==> src/rtl/pc_fetch_ctrl.sv <==
// Fetch-stage sequencer: owns the PC and drives the instruction-memory handshake.
// It registers fetched words for decode, holds one word in a skid buffer while decode stalls, and drops responses from wrong-path fetches.
module pc_fetch_ctrl #(
  parameter logic [29:0] RESET_ADDR = 30'h0000000
) (
  input  logic        i_clk,
  input  logic        i_rst,
  input  logic        i_stall,
  input  logic        i_PCSrc,
  input  logic [29:0] i_targ_addr,
  output logic        o_imem_req,
  output logic [29:0] o_imem_addr,
  input  logic        i_imem_ack,
  input  logic [31:0] i_imem_rdata,
  output logic [31:0] o_instr,
  output logic        o_instr_valid,
  output logic [29:0] o_incPC,
  output logic        o_flush
);

  typedef enum logic [1:0] {
    ST_IDLE  = 2'd0,
    ST_WAIT  = 2'd1,
    ST_FULL  = 2'd2,
    ST_DRAIN = 2'd3
  } state_t;

  state_t      state_r, state_s;
  logic [29:0] pc_r, pc_s;
  logic [29:0] addr_r, addr_s;
  logic        req_r, req_s;
  logic [31:0] skid_r, skid_s;
  logic [29:0] skid_inc_r, skid_inc_s;
  logic [31:0] instr_r, instr_s;
  logic        instr_valid_r, instr_valid_s;
  logic [29:0] inc_pc_r, inc_pc_s;
  logic        slot_free_s;
  logic [29:0] pc_inc_s;

  assign slot_free_s = !instr_valid_r || !i_stall;
  assign pc_inc_s    = pc_r + 30'd1;

  // Next-state, PC, skid-buffer and output-register update logic
  always_comb begin
    state_s       = state_r;
    pc_s          = pc_r;
    skid_s        = skid_r;
    skid_inc_s    = skid_inc_r;
    instr_s       = instr_r;
    inc_pc_s      = inc_pc_r;
    if (i_stall) begin
      instr_valid_s = instr_valid_r;
    end else begin
      instr_valid_s = 1'b0;
    end

    if (i_PCSrc) begin
      // Redirect wins over stall and ack; an in-flight request must still be drained
      pc_s          = i_targ_addr;
      instr_valid_s = 1'b0;
      skid_s        = 32'd0;
      skid_inc_s    = 30'd0;
      case (state_r)
        ST_WAIT: begin
          if (i_imem_ack) begin
            state_s = ST_IDLE;
          end else begin
            state_s = ST_DRAIN;
          end
        end
        ST_DRAIN: state_s = ST_DRAIN;
        default:  state_s = ST_IDLE;
      endcase
    end else begin
      case (state_r)
        ST_IDLE: begin
          if (slot_free_s) begin
            state_s = ST_WAIT;
          end else begin
            state_s = ST_IDLE;
          end
        end
        ST_WAIT: begin
          if (i_imem_ack && slot_free_s) begin
            instr_s       = i_imem_rdata;
            instr_valid_s = 1'b1;
            inc_pc_s      = pc_inc_s;
            pc_s          = pc_inc_s;
          end else if (i_imem_ack) begin
            skid_s     = i_imem_rdata;
            skid_inc_s = pc_inc_s;
            pc_s       = pc_inc_s;
            state_s    = ST_FULL;
          end else begin
            state_s = ST_WAIT;
          end
        end
        ST_FULL: begin
          if (!i_stall) begin
            instr_s       = skid_r;
            inc_pc_s      = skid_inc_r;
            instr_valid_s = 1'b1;
            state_s       = ST_IDLE;
          end else begin
            state_s = ST_FULL;
          end
        end
        ST_DRAIN: begin
          if (i_imem_ack) begin
            state_s = ST_IDLE;
          end else begin
            state_s = ST_DRAIN;
          end
        end
        default: state_s = ST_IDLE;
      endcase
    end

    // The request address only moves when a fresh request starts; DRAIN keeps the old one
    if (state_s == ST_WAIT) begin
      addr_s = pc_s;
    end else begin
      addr_s = addr_r;
    end
    req_s = (state_s == ST_WAIT) || (state_s == ST_DRAIN);
  end

  // State and registered-output update with synchronous reset
  always_ff @(posedge i_clk) begin
    if (i_rst) begin
      state_r       <= ST_IDLE;
      pc_r          <= RESET_ADDR;
      addr_r        <= RESET_ADDR;
      req_r         <= 1'b0;
      skid_r        <= 32'd0;
      skid_inc_r    <= 30'd0;
      instr_r       <= 32'd0;
      instr_valid_r <= 1'b0;
      inc_pc_r      <= 30'd0;
    end else begin
      state_r       <= state_s;
      pc_r          <= pc_s;
      addr_r        <= addr_s;
      req_r         <= req_s;
      skid_r        <= skid_s;
      skid_inc_r    <= skid_inc_s;
      instr_r       <= instr_s;
      instr_valid_r <= instr_valid_s;
      inc_pc_r      <= inc_pc_s;
    end
  end

  assign o_imem_req    = req_r;
  assign o_imem_addr   = addr_r;
  assign o_instr       = instr_r;
  assign o_instr_valid = instr_valid_r;
  assign o_incPC       = inc_pc_r;
  assign o_flush       = i_PCSrc;

endmodule

==> config.mk <==
export PLATFORM = sky130hd
export DESIGN_NAME = pc_fetch_ctrl
export DESIGN_NICKNAME = d
export VERILOG_FILES = /design/src/rtl/pc_fetch_ctrl.sv
export SDC_FILE = /design/constraint.sdc
export NUM_CORES = 1
export LEC_CHECK = 0
export CORE_MARGIN = 2
export CORE_UTILIZATION = 40
export DETAILED_ROUTE_END_ITERATION = 10
export PLACE_DENSITY_LB_ADDON = 0.05
export SYNTH_ARGS = -nofsm -noshare
export SYNTH_HDL_FRONTEND = slang
export SYNTH_SLANG_ARGS = --single-unit
==> constraint.sdc <==
create_clock -name i_clk -period 3.02 [get_ports i_clk]
set_clock_uncertainty 0.1 [all_clocks]
set_input_delay 0.453 -clock i_clk [delete_from_list [all_inputs] [get_ports i_clk]]
set_output_delay 0.453 -clock i_clk [all_outputs]
set_load 0.005 [all_outputs]
==> impl_metrics.py <==
metrics = {
    "run_status": {
        "status": "complete, no violations",
    },
    "power_and_ir_drop": {
        "powerDensity_mw_per_mm2": 524,
        "p_leak_nw": 3.61,
        "ir_worst_vdd_mv": 0.397,
    },
    "detailed_routing": {
        "drc": 0,
        "vias": 7099,
        "ant_nets": 0,
        "drt_iter0_drc": 490,
        "drt-total-wl_um": 22100,
        "first_pass_iters": 7,
        "wl_per_cell_um": 16.2,
        "via_per_inst": 5.20,
    },
    "timing": {
        "slew_headroom_pct": 33.1,
        "final_min_period_over_clock_period_pct": 81.3,
        "setup_viol_count_final": 0,
        "tightest_slew_ns": 1.00,
        "hold_viol": 0,
        "period_needed_ns": 2.46,
        "rsz0062_at_grt": "false",
        "timing.setup.tns_ns": 0,
        "clock.fmax_ghz": 0.407,
        "setup_ws_ns": 0.564,
        "slew_viol_final": 0,
    },
    "cts": {
        "h-tree-depth": 4,
        "cts_resized": 0,
        "numClockSinks": 187,
        "root_buffer": "clkbuf_16",
        "cts_made_buffers": 17,
        "clockBufferDepth": 2,
        "clk_pin_slew_ns": 0.07,
        "cts_tree": "built",
        "ctsHoldBuffers": 0,
        "cts_setup_buffers": 0,
        "clkLatencyLatePin_ns": 0.43,
    },
    "final_layout": {
        "drive_gt1_share_pct": 6.76,
        "fill_cells": 1944,
        "antenna_cells": 0,
        "design_area_mm2": 0.0106,
        "finalNonFillerCells": 1365,
        "finish.utilization_pct": 52.6,
        "layout.nets": 1154,
        "area.growth.synth_to_final_pct": 29.5,
    },
    "critical_path": {
        "worstPathRequired_ns": 2.47,
        "start_kind": "primary input",
        "arrival_ns": 1.90,
        "crit_path_end_kind": "primary output",
        "crit_fanout": 25,
        "critical_path_class": "primary input to primary output",
    },
    "floorplan": {
        "die_x_um": 147,
        "initial_core_util_pct": 40.6,
        "dieArea_mm2": 0.0217,
        "pin_count": 162,
        "coreArea_mm2": 0.0202,
        "row_count": 52,
        "die_height_um": 147,
    },
    "logic_synthesis": {
        "avgSynthCellArea_um2": 8.49,
        "yosys_warnings": 0,
        "synth_edf_count": 0,
        "syn_nets": 1038,
        "yosysSeqAreaShare_pct": 45.7,
        "synth_fa_ha_area_share_pct": 0.763,
        "synth-compound-area-share_pct": 18.5,
        "yosys.area.top_type": "dfxtp_1",
        "netlist_area_mm2": 0.00820,
        "synth-seq-cells": 187,
        "async_flop_share_pct": 0,
        "synthCells": 966,
        "yosys.area_share.simple_pct": 20.0,
        "synthXorXnorAreaFrac_pct": 5.45,
        "synth_top_family_by_area": "simple AND/OR/NAND/NOR gates",
        "synth_area_leaders": "dfxtp_1, a211oi_1, nor2_1",
        "netlist.area_leader.share_pct": 45.7,
        "synthFlopType": "dfxtp_1",
        "synthMuxAreaShare_pct": 4.88,
        "yosysUniqueCellTypes": 55,
    },
    "global_route": {
        "grt_pass1_wl_um": 35500,
        "antenna_found_initial": 0,
        "grt_use_total_pct": 20.3,
        "grt_pass1_vias": 6522,
        "overflow": 0,
        "grt_start_max_net_pins": 107,
    },
    "placement": {
        "place_congestion": 0.834,
        "dp.cells": 1333,
        "io_buffers": 161,
        "pre_cts_slack_ns": 0.312,
        "place_area_mm2": 0.0101,
        "hpwlAfterDp_um": 14600,
    },
    "run": {
        "maxCapViolCount": 0,
    },
    "min_path": {
        "worstHoldPathType": "register to register",
    },
}
==> critical path, stage by stage <==
cell and delay [ns]:
clkdlybuf4s50_1 0.54, buf_4 0.33, clkdlybuf4s50_1 0.57
==> placed cells by master (no fill, tap or decap), types with 9 or more instances in the layout <==
cell type        Yosys  final
nor3_1              12     12
clkbuf_16            0     17
a21oi_1             65     65
nand4_1             19     19
nand2_1            123    122
mux2i_1             40     40
nand3_1             24     24
xnor2_1             17     17
buf_4                1     19
nor2_1             126    125
dfxtp_1            187    187
xor2_1              34     34
o22ai_1             11     11
o21ai_0             36     36
clkdlybuf4s50_1      0    160
and3_1              11     11
a211oi_1            82     81
nand2b_1             9      9
==> final timing paths <==
path                           startpoint                      endpoint  slack [ns]  depth (start not counted)
setup reg to reg       pc_r[0]$_SDFF_PP0_  o_imem_addr[14]$_SDFFE_PP0N_        0.57                          6
hold / removal    o_incPC[4]$_SDFFE_PP0P_       o_incPC[4]$_SDFFE_PP0P_        0.35                          2
hold reg to reg   o_incPC[4]$_SDFFE_PP0P_       o_incPC[4]$_SDFFE_PP0P_        0.35                          2
setup / recovery                  i_PCSrc                       o_flush        0.56                          3
==> flip-flops by register name, summed over array words and instances (netlist names) <==
name           count
o_instr           32
skid_r            32
o_imem_addr       30
o_incPC           30
pc_r              30
skid_inc_r        30
state_r            2
o_instr_valid      1
==> area by class of cell <==
cell class / instances / area, µm² / share of cell area [%]
well taps: 270 / 338 / 3.18
repair buffers: 184 / 1840 / 17.4
inverters: 8 / 30.0 / 0.283
clock inverters: 13 / 110 / 1.04
clock buffers: 19 / 433 / 4.08
flip-flops and latches: 187 / 3740 / 35.3
multi-input cells: 684 / 4110 / 38.8
==> cells in the mapped netlist, types with 2 or more instances <==
library cell    n
nor4_1          6
o22ai_1        11
and4_1          4
o21ai_0        36
a31o_2          3
nand2b_1        9
nor2_1        126
o21bai_1        2
and2_1          5
nor3_1         12
clkbuf_1       65
mux2i_1        40
nand4_1        19
buf_2          13
clkbuf_2        4
nor3_2          4
nand3_1        24
nor4_2          2
nor3b_1         2
a2111oi_0       3
xnor2_1        17
clkinv_1        2
inv_1           6
nand2_1       123
ha_1            5
buf_1           4
o211ai_1        3
nand4_2         2
xor2_1         34
o221ai_1        4
o211a_1         2
a2111o_1        6
a31oi_1         3
dfxtp_1       187
a21o_1          2
a21oi_1        65
and3_1         11
nor2b_1         2
a211oi_1       82
==> where the power goes <==
part,internal [W],switching [W]
registers,0.00258,0.000104
clock network,0.00108,0.00102
logic,0.000399,0.000375
total,0.00406,0.00150
==> metrics by stage <==
| step | hold WS [ns] | power (W) |
|---|---|---|
| after floorplan | 0.336 | 0.00311 |
| after global placement | 0.341 | 0.00352 |
| after detailed placement | 0.345 | 0.00352 |
| after CTS | 0.355 | 0.00562 |
| after global routing | 0.372 | 0.00581 |
| final | 0.353 | 0.00556 |
==> cells by family (layout without fill, tap and decap cells) <==
kind of cell | Yosys count | in the layout
flip-flops | 187 | 187
multiplexers | 40 | 40
XOR/XNOR | 51 | 51
adder cells (fa/ha/maj) | 5 | 5
AND/OR/NAND/NOR | 357 | 357
buffers and inverters | 95 | 224
AO/OA/AOI/OAI | 231 | 231
==> metal layers <==
metal | share of wire [%] | up-vias | GRT usage, %
met3 | 5.4 | 13 | 4.13
met2 | 40 | 192 | 27.1
met4 | 0.73 | 0 | 5.19
met5 | 0 | - | 0
met1 | 54 | 3266 | 32.6
li1 | - | 3628 | -
Note: power is estimated with default switching activity, not from simulation.
==> edit 1, RTL diff (config.mk and constraints unchanged) <==
Re-encode `state_t` (4 states) as one-hot, 4 bits wide.
--- a/src/rtl/pc_fetch_ctrl.sv
+++ b/src/rtl/pc_fetch_ctrl.sv
@@ -18,11 +18,11 @@
   output logic        o_flush
 );
 
-  typedef enum logic [1:0] {
-    ST_IDLE  = 2'd0,
-    ST_WAIT  = 2'd1,
-    ST_FULL  = 2'd2,
-    ST_DRAIN = 2'd3
+  typedef enum logic [3:0] {
+    ST_IDLE  = 4'b0001,
+    ST_WAIT  = 4'b0010,
+    ST_FULL  = 4'b0100,
+    ST_DRAIN = 4'b1000
   } state_t;
 
   state_t      state_r, state_s;
Check against the original RTL: no difference found for any inputs over 4 cycles, from zero or initial values and one cycle with i_rst high; so few cycles prove little.
==> edit 1 against the unedited design <==
  * Sequential power is 1% lower
  * Setup slack worse by 0.0048 ns
  * Power is 4.1% lower
  * Synthesized area grew 0.84%
  * Wire length rose by 7.0%
  * Critical path type is now register to register
  * Sequential cell count rose by 3
  * Combinational power down 34%
  * Final area rose by 0.35%
  * Largest cell class unchanged
==> edit 1: results (changes against the unedited design) <==
| Metric | Value |
|---|---|
| ANT cells | 0 (unchanged) |
| Pre-CTS setup slack | 0.2753 ns (was 0.3118 ns) |
| Worst R2R End | o_incPC[21] (was o_imem_addr[14]) |
| Final WL | 23630 um (was 22100 um) |
| Static leakage | 3.481 nW (was 3.610 nW) |
| Fillers | 1958 (was 1944) |
| Grt met3 use | 3.765% (was 4.130%) |
| Warnings from Yosys | 0 (unchanged) |
| Worst Tran Pin Value | 0.8704 ns (was 0.9995 ns) |
| Sw Ratio | 26.44% (was 26.98%) |
| Post-Syn Nets | 1086 (was 1038) |
| Worst R2R Start | pc_r[3] (was pc_r[0]) |
| Min-delay src | i_rst (was o_incPC[4]) |
| Register area share after synthesis | 46.02% (was 45.67%) |
| Peak supply drop | 391.0 uV (was 396.8 uV) |
| HPWL Detailed | 16190 um (was 14610 um) |
| Critical path peak fanout | 11 (was 25) |
| Reg2Reg Depth | 5 (was 6) |
| Post-synth cell types | 54 (was 55) |
| Grt met1 use | 29.38% (was 32.62%) |
| Number of DRC markers in iteration 0 | 315 (was 490) |
| Clock Latency Late Sink | 0.43 ns (about the same) |
| Htree depth | 4 (unchanged) |
| Post-DP Area | 10090 um2 (was 10070 um2) |
| Vias/cell | 5.269 (was 5.201) |
| Outcome | finished clean (unchanged) |
| Nets@finish | 1204 (was 1154) |
| Synth area leaders | dfxtp_1 (46%), nand2_1 (8.5%), nor2_1 (5.5%) (was dfxtp_1 (46%), a211oi_1 (7.5%), nor2_1 (5.8%)) |
| M2 GR Usage | 34.65% (was 27.08%) |
| Tot GR Track Use | 21.85% (was 20.31%) |
| Crit-path slowest cell | or4_1 (was clkdlybuf4s50_1) |
| Post-synth top cells | dfxtp_1 (190), nand2_1 (188), nor2_1 (122) (was dfxtp_1 (187), nor2_1 (126), nand2_1 (123)) |
| Cell family with most CP delay | simple AND/OR/NAND/NOR gates (was buffers and inverters) |
| Max stage delay on crit path | 0.71 ns (was 0.57 ns) |
| Share of cells above drive strength 1 | 6.701% (was 6.758%) |
| Arrival @ worst endpoint | 2.66 ns (was 1.90 ns) |
| HP Class | input port to register (was register to register) |
| IO Port Bufs | 161 (unchanged) |
| First-pass GRT wire length | 37880 um (was 35500 um) |
| Vias in the first global route | 6877 (was 6522) |
| Pre-antenna DRT Iters | 5 (was 7) |
| Largest net degree at the start of global routing | 92 (was 107) |
| Gpl congestion | 0.8761 (was 0.8337) |
[edit 1: cell families after synthesis]
kind of cell | synth area share [%]
AND/OR/NAND/NOR | 23.07
flip-flops | 46.02
multiplexers | 0.3633
XOR/XNOR | 5.934
AO/OA/AOI/OAI | 19.38
adder cells (fa/ha/maj) | 0.1514
buffers and inverters | 5.086
[edit 1: worst max path at each step]
stage                     cells after the start  slack, ns  startpoint           to
final                                         5       0.56     pc_r[3]  o_incPC[21]
after global routing                          5       0.43     pc_r[3]  o_incPC[21]
after CTS                                     5       0.60     pc_r[3]  o_incPC[21]
after detailed placement                      7       0.28     i_PCSrc   o_incPC[8]
after global placement                        7       0.31     i_PCSrc   o_incPC[8]
after floorplan                               7       0.83     pc_r[0]  o_incPC[12]
[edit 1: worst reg2reg max path, stage by stage, from the launching register on]
cell	delay [ns]
dfxtp_1	0.44
nand4_1	0.40
or4_1	0.72
nor3_1	0.25
xnor2_1	0.25
o221ai_1	0.17
[edit 1: routing by layer]
layer	share of wire [%]	wire length [um]	vias up
li1	-	-	3791
met1	46	10870	3464
met2	46	10860	187
met3	4.8	1136	35
met4	3.2	761	0
met5	0	0	-
[edit 1: power groups by stage]
stage	logic, W	clock network, W	registers (W)
4_1_cts	0.000518	0.00222	0.00265
5_1_grt	0.000560	0.00232	0.00266
3_3_place_gp	0.000515	0	0.00271
3_5_place_dp	0.000515	0	0.00271
6_report	0.000513	0.00217	0.00265
2_1_floorplan	0.000258	0	0.00268
[edit 1: cell type report]
| cell class | instances | area share [%] |
|---|---|---|
| clock buffer | 18 | 4.030 |
| clock inverter | 14 | 1.175 |
| sequential | 190 | 35.72 |
| multi-input combinational | 726 | 38.16 |
| inverter | 12 | 0.4230 |
| timing repair buffer | 189 | 17.32 |
| tap | 270 | 3.172 |
[edit 1: metrics by stage]
step	hold slack [ns]	instances	utilization, %
global placement	0.3412	1387	49.89
CTS	0.2638	1419	52.63
floorplan	0.3366	1018	-
global route	0.2829	1419	52.63
detailed placement	0.3468	1387	49.89
finish	0.2872	1419	52.63
==> edit 2, RTL diff (same settings) <==
Without the edit above. Reset style: asynchronous (`i_rst`), changed in one clocked block. Comments in the files are not updated.
--- a/src/rtl/pc_fetch_ctrl.sv
+++ b/src/rtl/pc_fetch_ctrl.sv
@@ -126,7 +126,7 @@
   end
 
   // State and registered-output update with synchronous reset
-  always_ff @(posedge i_clk) begin
+  always_ff @(posedge i_clk or posedge i_rst) begin
     if (i_rst) begin
       state_r       <= ST_IDLE;
       pc_r          <= RESET_ADDR;
Check against the original RTL: differs if i_rst is asserted again (counterexample within 4 cycles, from zero or initial values and one cycle with i_rst high); with i_rst held inactive, the same outputs for 4 cycles.
==> edit 2 against the unedited design <==
  * Count of clock-buffer cells in the layout stayed put
  * Synthesized area is 8.0% higher
  * Fmax is 5.0% lower
  * Wire length is 1.0% higher
  * Final area is 7.5% higher
  * Worst hold slack worse by 0.17 ns
  * Via count is 5.0% lower
  * Final cell count is 3.3% lower
  * Setup slack worse by 0.13 ns
  * Sequential cell count stayed put
Power is not compared: it rests on default switching activity, and its combinational part moved more than twofold at a synthesized area within 25%.
==> edit 2: results (changes against the unedited design) <==
| Metric | Value |
|---|---|
| Outcome | finished clean (unchanged) |
| Fillers | 2010 (was 1944) |
| Worst Tran Pin Value | 0.8343 ns (was 0.9995 ns) |
| Share of cells above drive strength 1 | 11.92% (was 6.758%) |
| Gpl congestion | 0.8237 (was 0.8337) |
| Register area share after synthesis | 52.85% (was 45.67%) |
| Synth Area in XOR/XNOR | 5.045% (was 5.450%) |
| Vias in the first global route | 6693 (was 6522) |
| HPWL Detailed | 15260 um (was 14610 um) |
| Hold WS | 0.1792 ns (was 0.3533 ns) |
| Post-DR wirelength/cell | 16.91 um (was 16.19 um) |
| HP Class | input port to async pin (was register to register) |
| Largest net degree at the start of global routing | 74 (was 107) |
| Worst R2R Start | pc_r[0] (unchanged) |
| Post-synth cell types | 50 (was 55) |
| Post-DP Area | 10810 um2 (was 10070 um2) |
| Grt met1 use | 28.97% (was 32.62%) |
| Multiplexer share of the synthesized area | 10.08% (was 4.885%) |
| Worst reg-to-reg setup slack | 0.43 ns (was 0.57 ns) |
| Cell family with most CP delay | simple AND/OR/NAND/NOR gates (was buffers and inverters) |
| Synth area leaders | dfrtp_1 (53%), nand2_1 (6.9%), mux2_2 (6.0%) (was dfxtp_1 (46%), a211oi_1 (7.5%), nor2_1 (5.8%)) |
| First-pass GRT wire length | 36980 um (was 35500 um) |
| Crit-path slowest cell | or3_1 (was clkdlybuf4s50_1) |
| Nets@finish | 1099 (was 1154) |
| Post-Syn Nets | 963 (was 1038) |
| M1 WL | 10970 um (was 11980 um) |
| Vias/cell | 5.111 (was 5.201) |
| Tot GR Track Use | 19.76% (was 20.31%) |
| M2 GR Usage | 30.30% (was 27.08%) |
| Synth Area in Compound Gates | 11.60% (was 18.53%) |
| Worst R2R End | o_incPC[22] (was o_imem_addr[14]) |
| Pre-antenna DRT Iters | 4 (was 7) |
## edit 2: changes by cell type in the layout (fill, tap and decap cells not counted), moves of 47 or more
cell and delta:
dfxtp_1 -187, dfrtp_1 +187, a211oi_1 -65, mux2_2 +47, nor2_1 -81
## edit 2: final cells by class
class                           count  area (um2)  share of cell area, %
Sequential cell                   187        4679                  41.00
Timing Repair Buffer              186        1832                  16.05
Tap cell                          280       350.3                  3.070
Clock buffer                       19       452.9                  3.969
Multi-Input combinational cell    623        3897                  34.15
Inverter                           12       48.80                 0.4276
Clock inverter                     13       151.4                  1.327
## edit 2: power breakdown
part	leakage, nW	total, W	internal (W)	switching, W
Clock	0.295	0.00228	0.00122	0.00105
Combinational	1.95	0.00326	0.00185	0.00142
Sequential	2.39	0.00361	0.00317	0.000432
## edit 2: worst max-delay path by stage
| stage | to | slack [ns] | start | cells past startpoint |
|---|---|---|---|---|
| finish | o_incPC[22] | 0.43 | pc_r[0] | 6 |
| global route | o_incPC[26] | 0.24 | pc_r[0] | 7 |
| CTS | o_incPC[22] | 0.41 | pc_r[0] | 6 |
| detailed placement | o_imem_addr[27] | 0.35 | i_stall | 6 |
| global placement | o_imem_addr[27] | 0.38 | i_stall | 6 |
| floorplan | o_imem_addr[0] | 0.06 | i_rst | 1 |
## edit 2: through the flow
stage	setup slack [ns]	instances	utilization (%)	total power [W]
2_1_floorplan	0.06050	891	-	0.005117
3_3_place_gp	0.3795	1288	49.68	0.006940
3_5_place_dp	0.3464	1288	49.68	0.006965
4_1_cts	0.4139	1320	52.46	0.009274
5_1_grt	0.2412	1320	52.46	0.009771
6_report	0.4341	1320	52.46	0.009147
